[src/rtl/booth_controller.sv]
// booth_controller: sequencing FSM for a radix-2 Booth multiplier datapath.
// Issues load/enable strobes to the operand registers, clears the accumulator,
// then alternates WIDTH evaluate/shift iterations and pulses done.
//
// Ports:
//   i_clk             rising-edge clock
//   i_reset           asynchronous active-high reset
//   i_start           request a multiplication (sampled in IDLE only)
//   i_abort           synchronous cancel, honoured in any non-IDLE state
//   i_q0, i_qm1       multiplier LSB and Booth extra bit Q(-1)
//   o_ld_a, o_ld_b    operand register load strobes
//   o_en_a, o_en_b    operand register output enables
//   o_clr_acc         clear accumulator and Q(-1)
//   o_add, o_sub      accumulator +=/-= multiplicand (EVAL only, combinational)
//   o_shift           arithmetic right shift of {acc, Q, Q(-1)}
//   o_busy            high in every state except IDLE
//   o_done            one-cycle pulse when the product is valid
//   o_iter            remaining iterations
module booth_controller #(
  parameter  int unsigned WIDTH = 16,
  localparam int unsigned CW    = $clog2(WIDTH + 1)
) (
  input  logic          i_clk,
  input  logic          i_reset,
  input  logic          i_start,
  input  logic          i_abort,
  input  logic          i_q0,
  input  logic          i_qm1,
  output logic          o_ld_a,
  output logic          o_ld_b,
  output logic          o_en_a,
  output logic          o_en_b,
  output logic          o_clr_acc,
  output logic          o_add,
  output logic          o_sub,
  output logic          o_shift,
  output logic          o_busy,
  output logic          o_done,
  output logic [CW-1:0] o_iter
);

  typedef enum logic [2:0] {
    S_IDLE,
    S_LOAD,
    S_XFER,
    S_INIT,
    S_EVAL,
    S_SHIFT,
    S_DONE
  } state_t;

  state_t        r_state;
  logic          r_ld;
  logic          r_en;
  logic          r_clr;
  logic          r_shift;
  logic          r_busy;
  logic          r_done;
  logic [CW-1:0] r_iter;
  logic          w_eval;

  // State and Moore outputs: each transition registers the strobes of the
  // state being entered, so the strobes line up exactly with the state.
  always_ff @(posedge i_clk or posedge i_reset) begin
    if (i_reset) begin
      r_state <= S_IDLE;
      r_ld    <= 1'b0;
      r_en    <= 1'b0;
      r_clr   <= 1'b0;
      r_shift <= 1'b0;
      r_busy  <= 1'b0;
      r_done  <= 1'b0;
      r_iter  <= '0;
    end else begin
      r_ld    <= 1'b0;
      r_en    <= 1'b0;
      r_clr   <= 1'b0;
      r_shift <= 1'b0;
      r_done  <= 1'b0;
      // abort outranks every other transition, including SHIFT->DONE
      if (r_state != S_IDLE && i_abort) begin
        r_state <= S_IDLE;
        r_busy  <= 1'b0;
        r_iter  <= '0;
      end else begin
        case (r_state)
          S_IDLE: begin
            if (i_start) begin
              r_state <= S_LOAD;
              r_ld    <= 1'b1;
              r_busy  <= 1'b1;
            end
          end
          S_LOAD: begin
            r_state <= S_XFER;
            r_en    <= 1'b1;
          end
          S_XFER: begin
            r_state <= S_INIT;
            r_clr   <= 1'b1;
          end
          S_INIT: begin
            r_state <= S_EVAL;
            r_iter  <= CW'(WIDTH);
          end
          S_EVAL: begin
            r_state <= S_SHIFT;
            r_shift <= 1'b1;
          end
          S_SHIFT: begin
            r_iter <= r_iter - CW'(1);
            if (r_iter == CW'(1)) begin
              r_state <= S_DONE;
              r_done  <= 1'b1;
            end else begin
              r_state <= S_EVAL;
            end
          end
          S_DONE: begin
            r_state <= S_IDLE;
            r_busy  <= 1'b0;
          end
          default: begin
            r_state <= S_IDLE;
            r_busy  <= 1'b0;
          end
        endcase
      end
    end
  end

  // Booth recoding of {q0, qm1}: 10 -> subtract, 01 -> add, else neither
  assign w_eval = (r_state == S_EVAL);
  assign o_sub  = w_eval &  i_q0 & ~i_qm1;
  assign o_add  = w_eval & ~i_q0 &  i_qm1;

  assign o_ld_a    = r_ld;
  assign o_ld_b    = r_ld;
  assign o_en_a    = r_en;
  assign o_en_b    = r_en;
  assign o_clr_acc = r_clr;
  assign o_shift   = r_shift;
  assign o_busy    = r_busy;
  assign o_done    = r_done;
  assign o_iter    = r_iter;

endmodule

[config.mk]
export PLATFORM = sky130hd
export DESIGN_NAME = booth_controller
export DESIGN_NICKNAME = d
export VERILOG_FILES = /design/src/rtl/booth_controller.sv
export SDC_FILE = /design/constraint.sdc
export NUM_CORES = 1
export LEC_CHECK = 0
export BUFFER_PORTS_ARGS = -buffer_cell sky130_fd_sc_hd__buf_2
export CAP_MARGIN = 10
export CORE_ASPECT_RATIO = 0.9
export CORE_MARGIN = 3
export CORE_UTILIZATION = 53
export DETAILED_ROUTE_END_ITERATION = 8
export HOLD_SLACK_MARGIN = 0.08
export PLACE_DENSITY = 0.8
export SLEW_MARGIN = 40
export SYNTH_ARGS = -nofsm -noshare
export SYNTH_HDL_FRONTEND = slang
export SYNTH_SLANG_ARGS = --single-unit
[constraint.sdc]
create_clock -name i_clk -period 5.4 [get_ports i_clk]
set_clock_uncertainty 0.2 [all_clocks]
set_input_delay 0.54 -clock i_clk [delete_from_list [all_inputs] [get_ports i_clk]]
set_output_delay 0.54 -clock i_clk [all_outputs]
set_load 0.01 [all_outputs]
=== After elaboration in Yosys (flattened, before gate mapping) ===
Index checks and enable logic that the tools add are counted.
Widths: inputs -> output; s select.

* Flip-flop bits (word level): 14
* Input port bits: 6
* Output and inout bits: 15
* Logic and storage cells: 50

* Add/subtract/negate cells: 1
* Equal/unequal tests: 8
* Mux-type cells: 21
* Bitwise operators: 6
* Reduce and logical (&&, ||, !) cells: 6

{| class="wikitable"
|+ Operator list
! operator !! number
|-
| $pmux 3 s6 || 1
|-
| $mux 1 || 14
|-
| $pmux 5 s2 || 1
|-
| $eq 3x2->1 const B || 2
|-
| $eq 3x3->1 const B || 2
|-
| $mux 3 || 2
|-
| $reduce_bool 3->1 || 2
|-
| $eq 5x1->1 const B || 1
|-
| $mux 5 || 1
|-
| $reduce_or 5->1 || 1
|-
| $sub 5x1->5 const B || 1
|-
| $and 1x1->1 || 4
|-
| $eq 3x1->1 const B || 1
|-
| $logic_not 3->1 || 1
|-
| $ne 3x3->1 const B || 1
|-
| $mux 2 || 1
|-
| $ne 2x1->1 const B || 1
|-
| $not 1->1 || 2
|-
| $pmux 1 s2 || 1
|-
| $reduce_and 2->1 || 1
|-
| $logic_and 1x1->1 || 1
|}

=== Logic depth before layout (Yosys ltp) ===
* Word-level depth: 4
* Depth in mapped cells: 5
* Gate-level depth less buffers: 5

=== Worst setup path before layout ===
Ideal clock, no wire load.

* Path type: register to output
* From: register r_state[1]
* To: output port o_add
* Arrival time: 1.222 ns
* Data required time: 4.660 ns
* Path slack: 3.438 ns
* Stages on the path, launching flop included: 4
* Path buffers: 1
* Cells stage by stage: dfrtp_1 -> nand2b_1 -> clkbuf_1 -> nor4b_1

* Word-level cells in the longest chain between the ends: 3

{| class="wikitable"
|+ Ends and longest elaborated chain
! element !! RTL line !! text
|-
| start: declaration || 52 || <nowiki>state_t r_state;</nowiki>
|-
| start signal: assignment || 66 || <nowiki>r_state <= S_IDLE;</nowiki>
|-
| start signal: assignment || 82 || <nowiki>r_state <= S_IDLE;</nowiki>
|-
| start signal: assignment || 89 || <nowiki>r_state <= S_LOAD;</nowiki>
|-
| $eq 3x3->1 || 133 || <nowiki>assign w_eval = (r_state == S_EVAL);</nowiki>
|-
| $and 1x1->1 (2 in series) || 135 || <nowiki>assign o_add = w_eval & ~i_q0 & i_qm1;</nowiki>
|-
| end: declaration || 34 || <nowiki>output logic o_add,</nowiki>
|}

Every way passes these cells.

=== Worst setup path after layout ===
* From: register r_state[1]
* To: output port o_sub

* Word-level cells in the longest chain between the ends: 3

{| class="wikitable"
|+ Ends and longest elaborated chain
! element !! RTL line !! text
|-
| $eq 3x3->1 || 133 ||
|-
| $and 1x1->1 (2 in series) || 134 || <nowiki>assign o_sub = w_eval & i_q0 & ~i_qm1;</nowiki>
|-
| end: declaration || 35 || <nowiki>output logic o_sub,</nowiki>
|}

Every way passes these cells.

==> flow_metrics.env <==
export IMPL_report_final_slew_viol_count=0
export IMPL_tightest_slew_ns=0.5203
export IMPL_met3_usage_pct=6.438
export IMPL_fin_cells=113
export IMPL_area_delta_synth_final_pct=15.51
export IMPL_fmax_mhz=409.9
export IMPL_synth_fa_ha_area_share_pct=3.231
export IMPL_cp_arrival_ns=1.70
export IMPL_die_area_um2=1957
export IMPL_synth_cell_type_count=30
export IMPL_seqPwrFrac_pct=42.8
export IMPL_synth_xor_area_share_pct=1.131
export IMPL_synth_area_um2=774.5
export IMPL_die_h_um=42.27
export IMPL_hold_path_class="input pin to asynchronous set/reset pin"
export IMPL_syn_avg_cell_area_um2=9.445
export IMPL_ant_nets=0
export IMPL_leakage_nw=0.4221
export IMPL_slew_headroom_pct=65.27
export IMPL_cts_sinks=14
export IMPL_cts_root_buf="clkbuf_4"
export IMPL_switching_share_pct=40.20
export IMPL_clk_latency_ns=0.28
export IMPL_syn_num_nets=90
export IMPL_diodes=0
export IMPL_postSynth_asyncResetShare_pct=100.0
export IMPL_wire_per_inst_um=13.87
export IMPL_period_minus_slack_ns=2.440
export IMPL_drt_initial_drc_count=12
export IMPL_postCtsHoldBufs=0
export IMPL_crit_path_end_kind="primary output"
export IMPL_grt_max_degree=18
export IMPL_use_met2_pct=29.95
export IMPL_status="finished, final reports clean"
export IMPL_route_vias_total=660
export IMPL_drive_gt1_share_pct=25.25
export IMPL_grt_pass1_vias=604
export IMPL_cp_required_ns=4.66
export IMPL_drc=0
export IMPL_dr_pass1_iters=4
export IMPL_clk_pin_slew_ns=0.09
export IMPL_synth_seq_cells=14
export IMPL_ctsLongestPathBuffers=2
export IMPL_synth_top_cell_area_share_pct=45.23
export IMPL_antenna_found_initial=0
export IMPL_crit_fanout=17
export IMPL_finalWorstSetupSlack_ns=2.960
export IMPL_hold_viol=0
export IMPL_power_density_nw_per_um2=480.4
export IMPL_core_um2=1306
export IMPL_top_usage_layer="met2"
export IMPL_postCtsSetupBuffers=0
export IMPL_synth_simple_area_share_pct=26.98
export IMPL_ys_flop_type="dfrtp_1"
export IMPL_worstSetupPathType="flip-flop to primary output"
export IMPL_dp_slack_ns=3.253
export IMPL_initial_core_util_pct=59.29
export IMPL_gp_congestion=0.8192
export IMPL_synth_compound_area_share_pct=16.64
export IMPL_synth_edff_count=0
export IMPL_grt_ovfl_total=0
export IMPL_synth_top_family_by_area="simple AND/OR/NAND/NOR gates"
export IMPL_yosys_top_cells_count="dfrtp_1 (14), nand2b_1 (6), inv_1 (5), nor2b_1 (5), nor3_1 (5)"
export IMPL_cp_start_kind="flip-flop"
export IMPL_vias_per_cell=5.841
export IMPL_wirelength_um=1567
export IMPL_post_synth_top_area_cell="dfrtp_1"
export IMPL_die_x_um=46.30
export IMPL_io_pins=21
export IMPL_rsz0062_at_grt="false"
export IMPL_vdd_drop_max_uv=268.3
export IMPL_use_met1_pct=23.81
export IMPL_p_total_mw=0.4297
export IMPL_grt_pass1_wl_um=2725
export IMPL_cts_tree="yes"
export IMPL_finalSetupViolCount=0
export IMPL_switchingPower_mw=0.1728
export IMPL_maxCapViolations=0
export IMPL_yosys_warnings=0
export IMPL_portBuffers=20
export IMPL_p_comb_share_pct=39.5
export IMPL_h_tree_depth=1
export IMPL_cts_resized=0
export IMPL_hpwl_um=1137
export IMPL_fin_crit_sh_pct=45.18
export IMPL_cts_buffers=3
export IMPL_synthTopCellsByArea="dfrtp_1 (45%), nand2b_1 (4.8%), nor4b_1 (4.5%)"
export IMPL_muxShareOfSynthArea_pct=0
export IMPL_synth_most_common_cell="dfrtp_1"
export IMPL_setup_tns_ns=0
export IMPL_layout_nets=108
export IMPL_rows=12
export IMPL_fillers=104
export IMPL_ys_seq_area_share_pct=45.23
export IMPL_dp_cells=109
export IMPL_p_int_mw=0.2570
export IMPL_grt_usage_pct=18.63
export IMPL_p_clk_share_pct=17.7
export IMPL_synthCells=82
cell families after synthesis:
| logic type | Yosys count |
|---|---|
| compound gates | 19 |
| xor+xnor | 1 |
| fa+ha+maj | 2 |
| buf+inv | 12 |
| flops | 14 |
| simple gates | 34 |
cells in the final DEF, fill, tap and decap left out:
master and count:
or4b_1 2, o2111ai_1 1, o22ai_1 1, nand2b_1 6
dfrtp_1 14, xnor2_1 1, clkbuf_4 3, nand3b_1 2
nor2_1 3, buf_2 20, a221oi_1 1, a2bb2oi_1 1
o22a_1 1, clkbuf_8 1, or3_1 1, ha_1 2
nand3_1 1, inv_1 5, or4_1 1, o21ai_1 4
a22oi_1 2, a21oi_1 2, o21a_2 1, nor3_1 5
nand2_1 4, o31ai_1 1, o21ai_0 3, o41a_1 1
nor4b_1 4, nor2b_1 5
worst paths after layout:
check	slack (ns)	from	cells past startpoint	to
worst max register to register	3.53	r_state[0]	3	o_iter[3]
worst max-delay path	2.96	r_state[1]	3	o_sub
max in group asynchronous	4.57	i_reset	2	r_state[1]
min in group i_clk	0.32	o_busy	2	o_busy
worst min register to register	0.32	o_busy	2	o_busy
worst min-delay path	0.07	i_reset	2	o_clr_acc
power by group through the flow:
stage	Clock [mW]	Combinational, mW	Sequential (mW)
2_1_floorplan	0	0.133	0.174
3_3_place_gp	0	0.168	0.181
3_5_place_dp	0	0.171	0.184
4_1_cts	0.0779	0.171	0.183
5_1_grt	0.0849	0.189	0.192
6_report	0.0759	0.170	0.184
per-stage QoR:
step | instance area, um2 | util, % | hold WS (ns)
finish | 894.6 | 68.49 | 0.07210
global placement | 858.3 | 65.71 | 0.2937
global route | 894.6 | 68.49 | 0.1106
CTS | 894.6 | 68.49 | 0.09333
floorplan | 774.5 | - | 0.2292
detailed placement | 858.3 | 65.71 | 0.2979
cell type report:
| type | instances | area [um2] | share of cell area, % |
|---|---|---|---|
| Clock buffer | 4 | 36.28 | 4.056 |
| Inverter | 5 | 18.77 | 2.098 |
| Multi-Input combinational cell | 56 | 371.6 | 41.54 |
| Sequential cell | 14 | 350.3 | 39.16 |
| Tap cell | 14 | 17.52 | 1.958 |
| Timing Repair Buffer | 20 | 100.1 | 11.19 |
per-layer routing:
layer	up-vias	share of wire, %
met3	2	4.9
met1	311	46
met4	0	0.70
met5	-	0
met2	19	48
li1	328	-
critical path, cell delays in order (launching register included):
cell and delay, ns:
dfrtp_1 0.55, nand2b_1 0.36, nor4b_1 0.33, buf_2 0.19
flip-flops by register name, summed over array words and instances (netlist names):
register / flops
o_done: 1
o_en_a: 1
r_state: 3
o_clr_acc: 1
o_shift: 1
o_busy: 1
o_ld_a: 1
o_iter: 5
Power figures use the tool's default switching activity.
